**config.mk**
```make
export PLATFORM = sky130hd
export DESIGN_NAME = ov7670_frame_source_flat
export DESIGN_NICKNAME = d
export VERILOG_FILES = /design/src/rtl/ov7670_frame_source_if.sv /design/src/rtl/ov7670_frame_source.sv /design/src/flat_wrapper.sv
export SDC_FILE = /design/constraint.sdc
export NUM_CORES = 1
export LEC_CHECK = 0
export CAP_MARGIN = 20
export CORE_UTILIZATION = 40
export CTS_CLUSTER_SIZE = 14
export DETAILED_ROUTE_END_ITERATION = 8
export PLACE_DENSITY = 0.7
export SETUP_SLACK_MARGIN = 0.05
export SLEW_MARGIN = 0
export SYNTH_ARGS = -nofsm -noshare
export SYNTH_HDL_FRONTEND = slang
export SYNTH_SLANG_ARGS = --single-unit
```
**constraint.sdc**
```tcl
create_clock -name clk -period 4.8 [get_ports clk]
set_input_delay 0.96 -clock clk [delete_from_list [all_inputs] [get_ports clk]]
set_output_delay 0.96 -clock clk [all_outputs]
set_load 0.02 [all_outputs]
```
**src/rtl/ov7670_frame_source_if.sv**
```systemverilog
// rtl/ov7670_frame_source_if.sv - DVP pin bundle between the synthetic camera and its consumer
// Signals:
//   cam_pclk  - pixel clock
//   cam_vsync - frame sync
//   cam_href  - line valid
//   cam_data  - pixel byte
// Modports: master drives the pins (frame source), slave observes them (capture side).
interface ov7670_frame_source_if;
  logic       cam_pclk;
  logic       cam_vsync;
  logic       cam_href;
  logic [7:0] cam_data;

  modport master (
    output cam_pclk,
    output cam_vsync,
    output cam_href,
    output cam_data
  );

  modport slave (
    input cam_pclk,
    input cam_vsync,
    input cam_href,
    input cam_data
  );
endinterface

```
**src/rtl/ov7670_frame_source.sv**
```systemverilog
// rtl/ov7670_frame_source.sv - synthetic OV7670-style DVP transmitter producing RGB565 test frames
// Ports:
//   clk, rst          - system clock, asynchronous active-high reset
//   ena               - clock enable; low freezes every register and output
//   start             - single-frame request, honoured only when idle
//   continuous        - sampled at frame end; high chains the next frame with no gap
//   mode              - pattern: 0 solid, 1 colour bars, 2 plant, 3 ramp
//   color565          - solid / background colour
//   green_top         - first green row in plant mode
//   dvp (master)      - cam_pclk, cam_vsync, cam_href, cam_data
//   busy              - high from frame start until return to idle
//   frame_done        - one-clk pulse on the last tick of every frame
//   frame_count       - completed frames, wraps at 8 bits
module ov7670_frame_source #(
  parameter int H_ACTIVE = 16,
  parameter int V_ACTIVE = 8,
  parameter int H_BLANK  = 4,
  parameter int VSYNC_W  = 3,
  parameter int V_BACK   = 2,
  parameter int V_FRONT  = 2,
  parameter int VS_MODE  = 0
) (
  input  logic                          clk,
  input  logic                          rst,
  input  logic                          ena,
  input  logic                          start,
  input  logic                          continuous,
  input  logic [1:0]                    mode,
  input  logic [15:0]                   color565,
  input  logic [7:0]                    green_top,
  ov7670_frame_source_if.master         dvp,
  output logic                          busy,
  output logic                          frame_done,
  output logic [7:0]                    frame_count
);

  localparam int CW = 16;
  localparam int CB = $clog2(H_ACTIVE);

  localparam logic [CW-1:0] VS_LAST  = CW'(VSYNC_W - 1);
  localparam logic [CW-1:0] VB_LAST  = CW'(V_BACK - 1);
  localparam logic [CW-1:0] LN_LAST  = CW'(2 * H_ACTIVE - 1);
  localparam logic [CW-1:0] HB_LAST  = CW'(H_BLANK - 1);
  localparam logic [CW-1:0] VF_LAST  = CW'(V_FRONT - 1);
  localparam logic [7:0]    ROW_LAST = 8'(V_ACTIVE - 1);

  typedef enum logic [2:0] {
    S_IDLE,
    S_VSYNC,
    S_VBACK,
    S_LINE,
    S_HBLANK,
    S_VFRONT
  } state_t;

  state_t         state, state_n;
  logic [CW-1:0]  cnt, cnt_n;
  logic [7:0]     row, row_n;

  logic           pclk_q, vsync_q, href_q;
  logic [7:0]     data_q;

  logic [1:0]     mode_q;
  logic [15:0]    color_q;
  logic [7:0]     gt_q;

  logic           tick, start_idle, last_tick, relatch, update;
  logic           vsync_n, href_n;
  logic [7:0]     data_n;
  logic [CW-1:0]  col;
  logic [2:0]     bar;
  logic [15:0]    pix;

  assign dvp.cam_pclk  = pclk_q;
  assign dvp.cam_vsync = vsync_q;
  assign dvp.cam_href  = href_q;
  assign dvp.cam_data  = data_q;

  // pclk is only ever high while busy, so a high pclk marks the falling half of a byte.
  assign tick       = ena & pclk_q;
  assign start_idle = ena & start & (state == S_IDLE);
  assign relatch    = start_idle | (last_tick & continuous);
  assign update     = start_idle | tick;

  always_comb begin
    state_n   = state;
    cnt_n     = cnt;
    row_n     = row;
    last_tick = 1'b0;
    if (start_idle) begin
      state_n = S_VSYNC;
      cnt_n   = '0;
      row_n   = '0;
    end else if (tick) begin
      cnt_n = cnt + 16'd1;
      case (state)
        S_VSYNC: begin
          if (cnt == VS_LAST) begin
            state_n = S_VBACK;
            cnt_n   = '0;
          end
        end
        S_VBACK: begin
          if (cnt == VB_LAST) begin
            state_n = S_LINE;
            cnt_n   = '0;
            row_n   = '0;
          end
        end
        S_LINE: begin
          if (cnt == LN_LAST) begin
            state_n = S_HBLANK;
            cnt_n   = '0;
          end
        end
        S_HBLANK: begin
          if (cnt == HB_LAST) begin
            cnt_n = '0;
            if (row == ROW_LAST) begin
              state_n = S_VFRONT;
            end else begin
              state_n = S_LINE;
              row_n   = row + 8'd1;
            end
          end
        end
        S_VFRONT: begin
          if (cnt == VF_LAST) begin
            last_tick = 1'b1;
            cnt_n     = '0;
            row_n     = '0;
            state_n   = continuous ? S_VSYNC : S_IDLE;
          end
        end
        default: begin
          state_n = S_IDLE;
          cnt_n   = '0;
        end
      endcase
    end
  end

  // Pixel for the byte about to be presented: in LINE the counter is the byte index.
  always_comb begin
    col = cnt_n >> 1;
    bar = 3'(col >> (CB - 3));
    case (mode_q)
      2'd0: pix = color_q;
      2'd1: begin
        case (bar)
          3'd0:    pix = 16'hFFFF;
          3'd1:    pix = 16'hFFE0;
          3'd2:    pix = 16'h07FF;
          3'd3:    pix = 16'h07E0;
          3'd4:    pix = 16'hF81F;
          3'd5:    pix = 16'hF800;
          3'd6:    pix = 16'h001F;
          default: pix = 16'h0000;
        endcase
      end
      2'd2:    pix = (row_n >= gt_q) ? 16'h07E0 : color_q;
      default: pix = {row_n[4:0], col[5:0], 5'b0};
    endcase
  end

  always_comb begin
    href_n = (state_n == S_LINE);
    if (VS_MODE == 0) begin
      vsync_n = (state_n == S_VSYNC);
    end else begin
      vsync_n = (state_n == S_VSYNC) || (state_n == S_VBACK) ||
                (state_n == S_LINE)  || (state_n == S_HBLANK);
    end
    data_n = href_n ? (cnt_n[0] ? pix[7:0] : pix[15:8]) : 8'h00;
  end

  always_ff @(posedge clk or posedge rst) begin
    if (rst) begin
      state       <= S_IDLE;
      cnt         <= '0;
      row         <= '0;
      pclk_q      <= 1'b0;
      vsync_q     <= 1'b0;
      href_q      <= 1'b0;
      data_q      <= 8'h00;
      busy        <= 1'b0;
      frame_done  <= 1'b0;
      frame_count <= 8'h00;
      mode_q      <= 2'd0;
      color_q     <= 16'h0000;
      gt_q        <= 8'h00;
    end else if (ena) begin
      frame_done <= last_tick;
      if (busy) begin
        pclk_q <= ~pclk_q;
      end
      if (update) begin
        state   <= state_n;
        cnt     <= cnt_n;
        row     <= row_n;
        vsync_q <= vsync_n;
        href_q  <= href_n;
        data_q  <= data_n;
        busy    <= (state_n != S_IDLE);
      end
      if (last_tick) begin
        frame_count <= frame_count + 8'd1;
      end
      if (relatch) begin
        mode_q  <= mode;
        color_q <= color565;
        gt_q    <= green_top;
      end
    end
  end

endmodule

```
**src/flat_wrapper.sv**
```systemverilog
// flat-port wrapper written by rule: the top's interface ports become plain ports
module ov7670_frame_source_flat 
#(
  parameter int H_ACTIVE = 16,
  parameter int V_ACTIVE = 8,
  parameter int H_BLANK  = 4,
  parameter int VSYNC_W  = 3,
  parameter int V_BACK   = 2,
  parameter int V_FRONT  = 2,
  parameter int VS_MODE  = 0
)
  (clk, rst, ena, start, continuous, mode, color565, green_top, busy, frame_done, frame_count, dvp_cam_pclk, dvp_cam_vsync, dvp_cam_href, dvp_cam_data);
  ov7670_frame_source_if dvp_i ();
  input  logic clk;
  input  logic rst;
  input  logic ena;
  input  logic start;
  input  logic continuous;
  input  logic [1:0] mode;
  input  logic [15:0] color565;
  input  logic [7:0] green_top;
  output logic busy;
  output logic frame_done;
  output logic [7:0] frame_count;
  output wire logic [$bits(dvp_i.cam_pclk)-1:0] dvp_cam_pclk;
  output wire logic [$bits(dvp_i.cam_vsync)-1:0] dvp_cam_vsync;
  output wire logic [$bits(dvp_i.cam_href)-1:0] dvp_cam_href;
  output wire logic [$bits(dvp_i.cam_data)-1:0] dvp_cam_data;
  assign dvp_cam_pclk = dvp_i.cam_pclk;
  assign dvp_cam_vsync = dvp_i.cam_vsync;
  assign dvp_cam_href = dvp_i.cam_href;
  assign dvp_cam_data = dvp_i.cam_data;
  ov7670_frame_source #(.H_ACTIVE(H_ACTIVE), .V_ACTIVE(V_ACTIVE), .H_BLANK(H_BLANK), .VSYNC_W(VSYNC_W), .V_BACK(V_BACK), .V_FRONT(V_FRONT), .VS_MODE(VS_MODE)) u_core (.clk(clk), .rst(rst), .ena(ena), .start(start), .continuous(continuous), .mode(mode), .color565(color565), .green_top(green_top), .dvp(dvp_i), .busy(busy), .frame_done(frame_done), .frame_count(frame_count));
endmodule
```
======== Word-level counts from Yosys, hierarchy flattened ========
Index checks and enable logic that the tools add are counted.
operators by class
  add/subtract/negate cells ............... 3
  $mul .................................... 0
  divide/modulo/power cells ............... 0
  order comparisons ....................... 1
  equality and inequality tests ........... 20
  shifts and indexed selects .............. 0
  multiplexer cells ....................... 32
  bitwise operators ....................... 7
  reductions and logical operators ........ 11
operators by type and width
  kind                   number
  $mux 16                7
  $pmux 16 s7            1
  $pmux 16 s4            1
  $mux 8                 7
  $pmux 16 s3            1
  $eq 16x2->1 const B    2
  $mux 3                 8
  $add 16x1->16 const B  1
  $add 8x1->8 const B    2
  $eq 16x1->1 const B    1
  $eq 16x5->1 const B    1
  $pmux 8 s2             1
  $eq 3x2->1 const B     5
  $eq 3x3->1 const B     5
  $pmux 3 s5             1
  $eq 3x1->1 const B     3
  $eq 8x3->1 const B     1
  $ge 8x8->1             1
  $reduce_and 2->1       4
  $logic_not 3->1        2
  $mux 1                 5
  $and 1x1->1            4
  $reduce_and 3->1       1
  $reduce_bool 3->1      1
  7 further kinds        8
storage, ports and cells
  register bits ........................... 74
  bits in latches ......................... 0
  bits in writable memories ............... 0
  memory bits (read-only) ................. 0
  input port bits ......................... 31
  output and inout port bits .............. 21
  logic and storage cells ................. 88
  memories ................................ 0

======== Depth between registers and ports, before layout ========
Gate-level depths: netlist of the first run.
  word-level depth ........................ 11
  depth in mapped cells ................... 19

======== Least setup slack after synthesis of the first run ========
Ideal clock, no wire load.
  kind .................................... input port to flip-flop
  from .................................... input ena
  to ...................................... register u_core.data_q[5], in the netlist u_core.dvp.cam_data[5]
  library setup time ...................... 0.126 ns
  arrival ................................. 3.830 ns
  slack ................................... 0.844 ns
  stages on the path ...................... 13
  path buffers ............................ 0
  cell sequence ........................... nand2_1 > or3_1 > or4_1 > a31oi_1 > ha_1 > a211oi_1 > o21bai_1 > a311o_1 > o21bai_1 > o311a_4 > nor2_2 > a221o_1 > a221o_1
between the ends
  word-level cells in the longest chain between the ends .. 8
  elaborated cells on any way between the ends .. 25
RTL lines
  element                                       RTL line                                              text
  start: declaration                            flat_wrapper.sv:16                                    input logic ena;
  $and 1x1->1 (on tied branches)                ov7670_frame_source.sv:80, ov7670_frame_source.sv:81
  $mux 8 / $and 1x1->1 (equally long branches)  ov7670_frame_source.sv:94, ov7670_frame_source.sv:81
  $mux 8 (*)                                    ov7670_frame_source.sv:90                             if (start_idle) begin
  named net u_core.row_n[4]                     ov7670_frame_source.sv:58                             logic [7:0] row, row_n;
  $ge 8x8->1 (*)                                ov7670_frame_source.sv:161                            2'd2: pix = (row_n >= gt_q) ? 16'h07E0 : color_q;
  $mux 16 (*)                                   ov7670_frame_source.sv:161
  $pmux 16 s3 (*)                               ov7670_frame_source.sv:147                            case (mode_q)
  $mux 8 (*) (2 in a row)                       ov7670_frame_source.sv:174                            data_n = href_n ? (cnt_n[0] ? pix[7:0] : pix[15:8]) : 8'h00;
  end signal: assignment                        ov7670_frame_source.sv:203                            data_q <= data_n;
  end: declaration                              ov7670_frame_source.sv:61                             logic [7:0] data_q;
Mark *: on every way through the listed nets, which the timed path passes. The rest lies on a longest branch. The select of a mux whose other input is x is not followed.
A chain may end at the register's enable or synchronous reset.

======== Worst setup path after layout of the first run ========
Same ends and word-level chain as after synthesis.

==> results of run 1 <==
area by class of cell:
class                   instances  share of cell area (%)
multi-input cells             350                   44.80
flip-flops and latches         74                   34.66
repair buffers                 64                   11.38
well taps                     140                   3.279
clock buffers                  10                   2.389
clock inverters                 6                   2.155
inverters                      19                   1.335
stage by stage:
stage / total power [mW] / setup slack [ns]
finish: 2.576 / 0.3607
global route: 2.751 / 0.1840
CTS: 2.585 / 0.3902
detailed placement: 1.987 / 0.01251
global placement: 1.962 / 0.1704
floorplan: 1.656 / 0.8442
power by group:
part / internal, mW / switching, mW / total, mW / leakage, nW
registers: 0.794 / 0.161 / 0.955 / 0.960
logic: 0.480 / 0.548 / 1.03 / 1.16
clock network: 0.347 / 0.246 / 0.594 / 0.117
total: 1.62 / 0.955 / 2.58 / 2.23
routing by layer:
metal / vias up / GRT usage [%] / share of wire [%]
met5: - / 0 / 0
met4: 0 / 6.458 / 1.4
met3: 12 / 2.675 / 5.3
met2: 126 / 29.63 / 45
met1: 1841 / 27.46 / 49
li1: 1825 / - / -
sequential cells by signal, summed over array words and instances, names as in the netlist, 2 cells and up:
| name | cells |
|---|---|
| u_core.cnt | 16 |
| u_core.color_q | 16 |
| u_core.dvp.cam_data | 8 |
| u_core.frame_count | 8 |
| u_core.gt_q | 8 |
| u_core.mode_q | 2 |
| u_core.row | 8 |
| u_core.state | 3 |
cells by family (layout without fill, tap and decap cells):
family	after synthesis	count (layout)	share of synthesized area (%)
AND/OR/NAND/NOR	173	173	21.46
AO/OA/AOI/OAI	126	126	19.85
buffers and inverters	46	99	4.156
adder cells (fa/ha/maj)	12	12	3.393
XOR/XNOR	10	10	1.979
flip-flops	74	74	41.84
multiplexers	29	29	7.323
cell usage in the layout (no fill, tap or decap), drive strengths merged, types with 7 or more instances in the layout:
master / synthesis / routed
nand4: 8 / 8
a21oi: 16 / 16
buf: 9 / 13
clkdlybuf4s50: 0 / 51
nor2: 31 / 31
clkbuf: 18 / 10
nor3: 11 / 11
inv: 19 / 19
nand2b: 11 / 11
mux2: 27 / 27
dfrtp: 74 / 74
nand2: 47 / 47
ha: 12 / 12
and2: 7 / 7
o31ai: 14 / 14
o21ai: 38 / 38
nand3: 21 / 21
worst max-delay path: stages:
cell and delay, ns:
clkdlybuf4s50_1 0.51, nand2_1 0.12, or3_1 0.44, or4_1 0.50
a31oi_1 0.31, ha_1 0.21, a211oi_1 0.06, o21bai_1 0.23
a311o_1 0.16, o21bai_1 0.13, o311a_4 0.29, nor2_2 0.07
a221o_1 0.36, a221o_1 0.31
final timing paths:
path,from,endpoint,slack [ns],cells after the start
worst max register to register,u_core.cnt[1],u_core.dvp.cam_data[0],0.48,17
max in group asynchronous,rst,u_core.color_q[10],2.81,3
worst max-delay path,ena,u_core.dvp.cam_data[5],0.36,14
worst min register to register,u_core.frame_count[7],u_core.frame_count[7],0.47,1
worst min-delay path,u_core.frame_count[7],u_core.frame_count[7],0.47,1
min in group asynchronous,rst,u_core.frame_count[5],0.96,2
==> results.txt, run 1 <==
----------------------------------------------------
[Timing]
  Max_slew headroom ... 44.15%
  Final hold viol count ... 0
  Clock tree skew after final layout ... 0.009456 ns
  Slew of the pin with the lowest slew margin ... 0.8321 ns
  Highest achievable clock rate ... 225.3 MHz
  Final Max Slew Viols ... 0
  Post-layout min period ... 4.439 ns
  Worst hold slack ... 0.4700 ns
  Count of final setup violators ... 0
  Setup repair after global routing missed its margin ... no
  Setup TNS ... 0 ns
  Final period util ... 92.49%

[Logic synthesis]
  Count of distinct cell types in the synthesized netlist ... 72
  Library cell with the highest instance count after synthesis ... dfrtp_1
  Synth Flop Type ... dfrtp_1
  Leading cell types by total area after synthesis ... dfrtp_1 (42%), mux2_2 (6.9%), nand2_1 (4.0%), o21ai_0 (4.0%), ha_1 (3.4%)
  Mapped Area ... 4425 µm²
  Synthesized net count ... 513
  Post-synthesis sequential area ratio ... 41.84%
  Number of register bits inferred by synthesis ... 74
  Number of flops mapped to enable cells by yosys ... 0
  Total of warnings raised by yosys ... 0
  Area share of the leading cell type in the synthesized netlist ... 41.84%
  Most area-hungry cell type in the Yosys netlist ... dfrtp_1
  Mean cell area of the mapped netlist ... 9.416 µm²
  Most numerous cell types in the synthesized netlist ... dfrtp_1 (74), nand2_1 (47), o21ai_0 (35)
  Cell count after synthesis ... 470
  Share of flip-flops with an asynchronous set or reset ... 100.0%

[Clock network]
  H-tree depth ... 3
  Buffer count from post-CTS setup fixing ... 0
  Clock network latency to the later pin of the worst-skew pair ... 0.35 ns
  Root Buffer Master ... clkbuf_8
  TritonCTS clock tree ... yes
  Number of buffers created by CTS ... 9
  Number of sinks handled by clock tree synthesis ... 74
  CTS-repair resized insts ... 0
  Count of hold buffers inserted by post-cts repair ... 0
  Longest Clk Path Bufs ... 2
  Clk slew on worst S/H paths ... 0.08 ns

[Global route]
  Initial antenna violation count ... 0
  Overall track demand over capacity in global routing ... 19.17%
  Aggregate global routing overflow ... 0
  Via count of the first global-routing pass ... 3,573
  Pin count of the biggest net entering global routing ... 51
  Global-route wire length before repair ... 17.49 mm

[Floorplanning]
  Die Width ... 107.2 µm
  DIE AREA ... 11,490 µm²
  Cell Rows ... 38
  Core footprint ... 10,790 µm²
  I/O pins ... 52
  Initial cell density of the core ... 41.00%
  DIE HEIGHT ... 107.2 µm

[Critical path]
  Worst Path Required ... 5.04 ns
  Max Fanout on Critical Path ... 9
  Crit path kind ... input pin to flop
  Critical Path End Type ... flop
  Startpoint type of the worst setup path ... input pin
  Endpoint arrival time on the critical path ... 4.68 ns

[Final layout]
  Register Area ... 1852 µm²
  Fillcell total ... 973
  Area delta synth->final ... 20.72%
  Multi-input gate area in the final layout ... 2394 µm²
  Layout Cells excl Fill ... 663
  Core utilization of the finished layout ... 49.50%
  Nets@finish ... 561
  Post-route design area ... 5343 µm²
  Diode count ... 0
  Fraction of layout instances using a drive strength above 1 ... 15.11%

[Place]
  # port buffers ... 51
  HPWL Detailed ... 7.532 mm
  GP Congestion ... 0.8861
  Placed standard-cell area ... 5100 µm²
  Cell Count Post-Placement ... 647

[Routing]
  Pre-Repair DR Iteration Count ... 5
  Post-route antenna net violation count ... 0
  Detailed-route wire length per cell ... 15.52 µm
  Number of vias in the routed layout ... 3,804
  Detailed Route Iter0 Violations ... 207
  Count of unresolved DRC violations after routing ... 0
  Total Wirelength ... 10.29 mm
  Average via count per standard cell ... 5.738

[Power]
  Leakage power figure ... 2.234 nW
  Power per standard cell area ... 482.2 nW/µm²
  Largest vdd supply drop ... 0.2793 mV

[Outcome]
  Status ... completed

[Min path]
  Class of the most critical hold timing path ... flop to flop

[Job]
  Max Cap Violations ... 0

----------------------------------------------------
Power figures use the tool's default switching activity.
==> run 2: changes to the inputs <==
--- a/config.mk
+++ b/config.mk
@@ -6,10 +6,12 @@
 export NUM_CORES = 1
 export LEC_CHECK = 0
 export CAP_MARGIN = 20
+export CORE_MARGIN = 10
 export CORE_UTILIZATION = 40
 export CTS_CLUSTER_SIZE = 14
 export DETAILED_ROUTE_END_ITERATION = 8
 export PLACE_DENSITY = 0.7
+export RECOVER_POWER = 100
 export SETUP_SLACK_MARGIN = 0.05
 export SLEW_MARGIN = 0
 export SYNTH_ARGS = -nofsm -noshare
==> run 2 against run 1 <==
  * Register-to-register slack lost 0.03 ns
  * Sequential cell count stayed put
  * Combinational power about the same
  * Count of clock-buffer cells in the layout is the same
  * Hold slack worse by 0.010 ns
  * Via count up 0.47%
  * Sequential power is 0.5% lower
  * Critical endpoint is now u_core.dvp.cam_data[0]
  * Highest routed layer unchanged
==> results.txt, run 2 (synthesis gave the netlist of run 1 again) <==
----------------------------------------------------
[Floorplanning]
  DIE HEIGHT ... 125.2 µm
  Core footprint ... 10,840 µm²
  Cell Rows ... 38
  DIE AREA ... 15,670 µm²
  I/O pins ... 52
  Initial cell density of the core ... 40.82%
  Die Width ... 125.2 µm

[Global route]
  Initial antenna violation count ... 0
  Overall track demand over capacity in global routing ... 14.12%
  Global route hottest layer ... met2
  Global-route track usage on met1 ... 19.53%
  Global Route met3 Usage ... 4.858%
  Via count of the first global-routing pass ... 3,676
  GR Util met2 ... 21.04%
  Pin count of the biggest net entering global routing ... 40
  Aggregate global routing overflow ... 0
  Global-route wire length before repair ... 18.95 mm

[Timing]
  Highest achievable clock rate ... 220.2 MHz
  Slew of the pin with the lowest slew margin ... 1.465 ns
  Max_slew headroom ... 2.337%
  Final period util ... 94.62%
  Final hold viol count ... 0
  Post-layout min period ... 4.542 ns
  Final Max Slew Viols ... 0
  Setup repair after global routing missed its margin ... no
  Setup TNS ... 0 ns
  Clock tree skew after final layout ... 0.01547 ns
  Count of final setup violators ... 0

[Clock network]
  Clock network latency to the later pin of the worst-skew pair ... 0.36 ns
  CTS-repair resized insts ... 0
  Number of sinks handled by clock tree synthesis ... 74
  Clk slew on worst S/H paths ... 0.08 ns
  Buffer count from post-CTS setup fixing ... 0
  Root Buffer Master ... clkbuf_8
  H-tree depth ... 3
  Count of hold buffers inserted by post-cts repair ... 0
  Number of buffers created by CTS ... 9
  Longest Clk Path Bufs ... 2
  TritonCTS clock tree ... yes

[Critical path]
  Crit path kind ... input pin to flop
  Critical Path End Type ... flop
  Worst Path Required ... 5.05 ns
  Max Fanout on Critical Path ... 9
  Endpoint arrival time on the critical path ... 4.80 ns
  Startpoint type of the worst setup path ... input pin
  Logic depth of the worst register-to-register path ... 18

[Routing]
  Detailed-route wire length per cell ... 16.88 µm
  Count of unresolved DRC violations after routing ... 0
  Pre-Repair DR Iteration Count ... 5
  Total Wirelength ... 11.19 mm
  Number of vias in the routed layout ... 3,822
  Average via count per standard cell ... 5.765
  Post-route antenna net violation count ... 0
  Detailed Route Iter0 Violations ... 305

[Place]
  # port buffers ... 51
  HPWL Detailed ... 8.225 mm
  Placed standard-cell area ... 5100 µm²
  GP Congestion ... 0.8904

[Power]
  Largest vdd supply drop ... 0.2615 mV
  Power per standard cell area ... 461.4 nW/µm²
  Leakage power figure ... 2.230 nW

[Min path]
  Class of the most critical hold timing path ... flop to flop
  Number of instances on the worst hold path ... 1

[Final layout]
  Most frequent cells in the layout ... dfrtp_1 (74), nand2_1 (47), o21ai_0 (37), nor2_1 (30), clkdlybuf4s50_1 (28)
  Diode count ... 0
  Fraction of layout instances using a drive strength above 1 ... 13.19%
  Area delta synth->final ... 18.49%
  Nets@finish ... 561
  Most frequent standard cell in the layout excluding fill and tap cells ... dfrtp_1
  Post-route design area ... 5244 µm²
  Registers with the most flip-flops ... u_core.cnt: 16 flops, u_core.color_q: 16 flops

[Job]
  Max Cap Violations ... 0

[Outcome]
  Status ... completed

----------------------------------------------------
[run 2: cell types whose count changed in the layout (fill, tap and decap cells not counted), moves of 2 or more]
cell | previous run | this run
clkbuf_1 | 1 | 7
o21ai_0 | 35 | 37
and2_0 | 0 | 2
inv_6 | 0 | 2
buf_4 | 13 | 6
clkdlybuf4s50_1 | 51 | 28
bufinv_16 | 3 | 0
o21ai_1 | 2 | 0
dlygate4sd3_1 | 0 | 23
[run 2: cell type report]
cell class                      instances  area, µm²
Multi-Input combinational cell        350       2385
Inverter                               19      71.32
Clock inverter                          6      50.05
Fill cell                            1029       5597
Tap cell                              140      175.2
Sequential cell                        74       1852
Clock buffer                           10      127.6
Timing Repair Buffer                   64      583.1
[run 2: worst max-delay path, cell delays in order]
cell	delay [ns]
dlygate4sd3_1	0.55
nand2_1	0.12
or3_1	0.45
or4_1	0.52
a31oi_1	0.35
ha_1	0.30
and4_1	0.19
a21boi_1	0.13
o311a_4	0.42
and2_0	0.19
or3_1	0.36
o31ai_1	0.27
[run 2: power by group]
group	internal, mW	switching [mW]
logic	0.455	0.555
registers	0.793	0.157
clock network	0.193	0.266
[run 2: per-layer routing]
layer | vias to the layer above | part of all wire [%]
li1 | 1835 | -
met1 | 1871 | 48
met2 | 110 | 44
met3 | 6 | 6.8
met4 | 0 | 0.70
met5 | - | 0
[run 2: path summary, 6_finish.rpt]
path,startpoint,end,slack (ns)
max,ena,u_core.dvp.cam_data[0],0.26
max reg2reg,u_core.cnt[1],u_core.dvp.cam_data[0],0.45
max in group asynchronous,rst,u_core.dvp.cam_data[0],1.73
min in group asynchronous,rst,u_core.frame_count[2],1.42
min,u_core.frame_count[7],u_core.frame_count[7],0.46
min reg2reg,u_core.frame_count[7],u_core.frame_count[7],0.46
[run 2: metrics by stage]
stage | power (mW) | utilization (%) | hold WS, ns | setup slack [ns] | cells
final | 2.419 | 48.37 | 0.4598 | 0.2581 | 663
after global routing | 2.599 | 48.37 | 0.4987 | 0.09806 | 663
after CTS | 2.467 | 48.68 | 0.4728 | 0.3972 | 663
after detailed placement | 1.994 | 47.05 | 0.4570 | 0.02069 | 647
after global placement | 1.967 | 47.05 | 0.4579 | 0.1881 | 647
after floorplan | 1.656 | - | 0.4699 | 0.8442 | 470
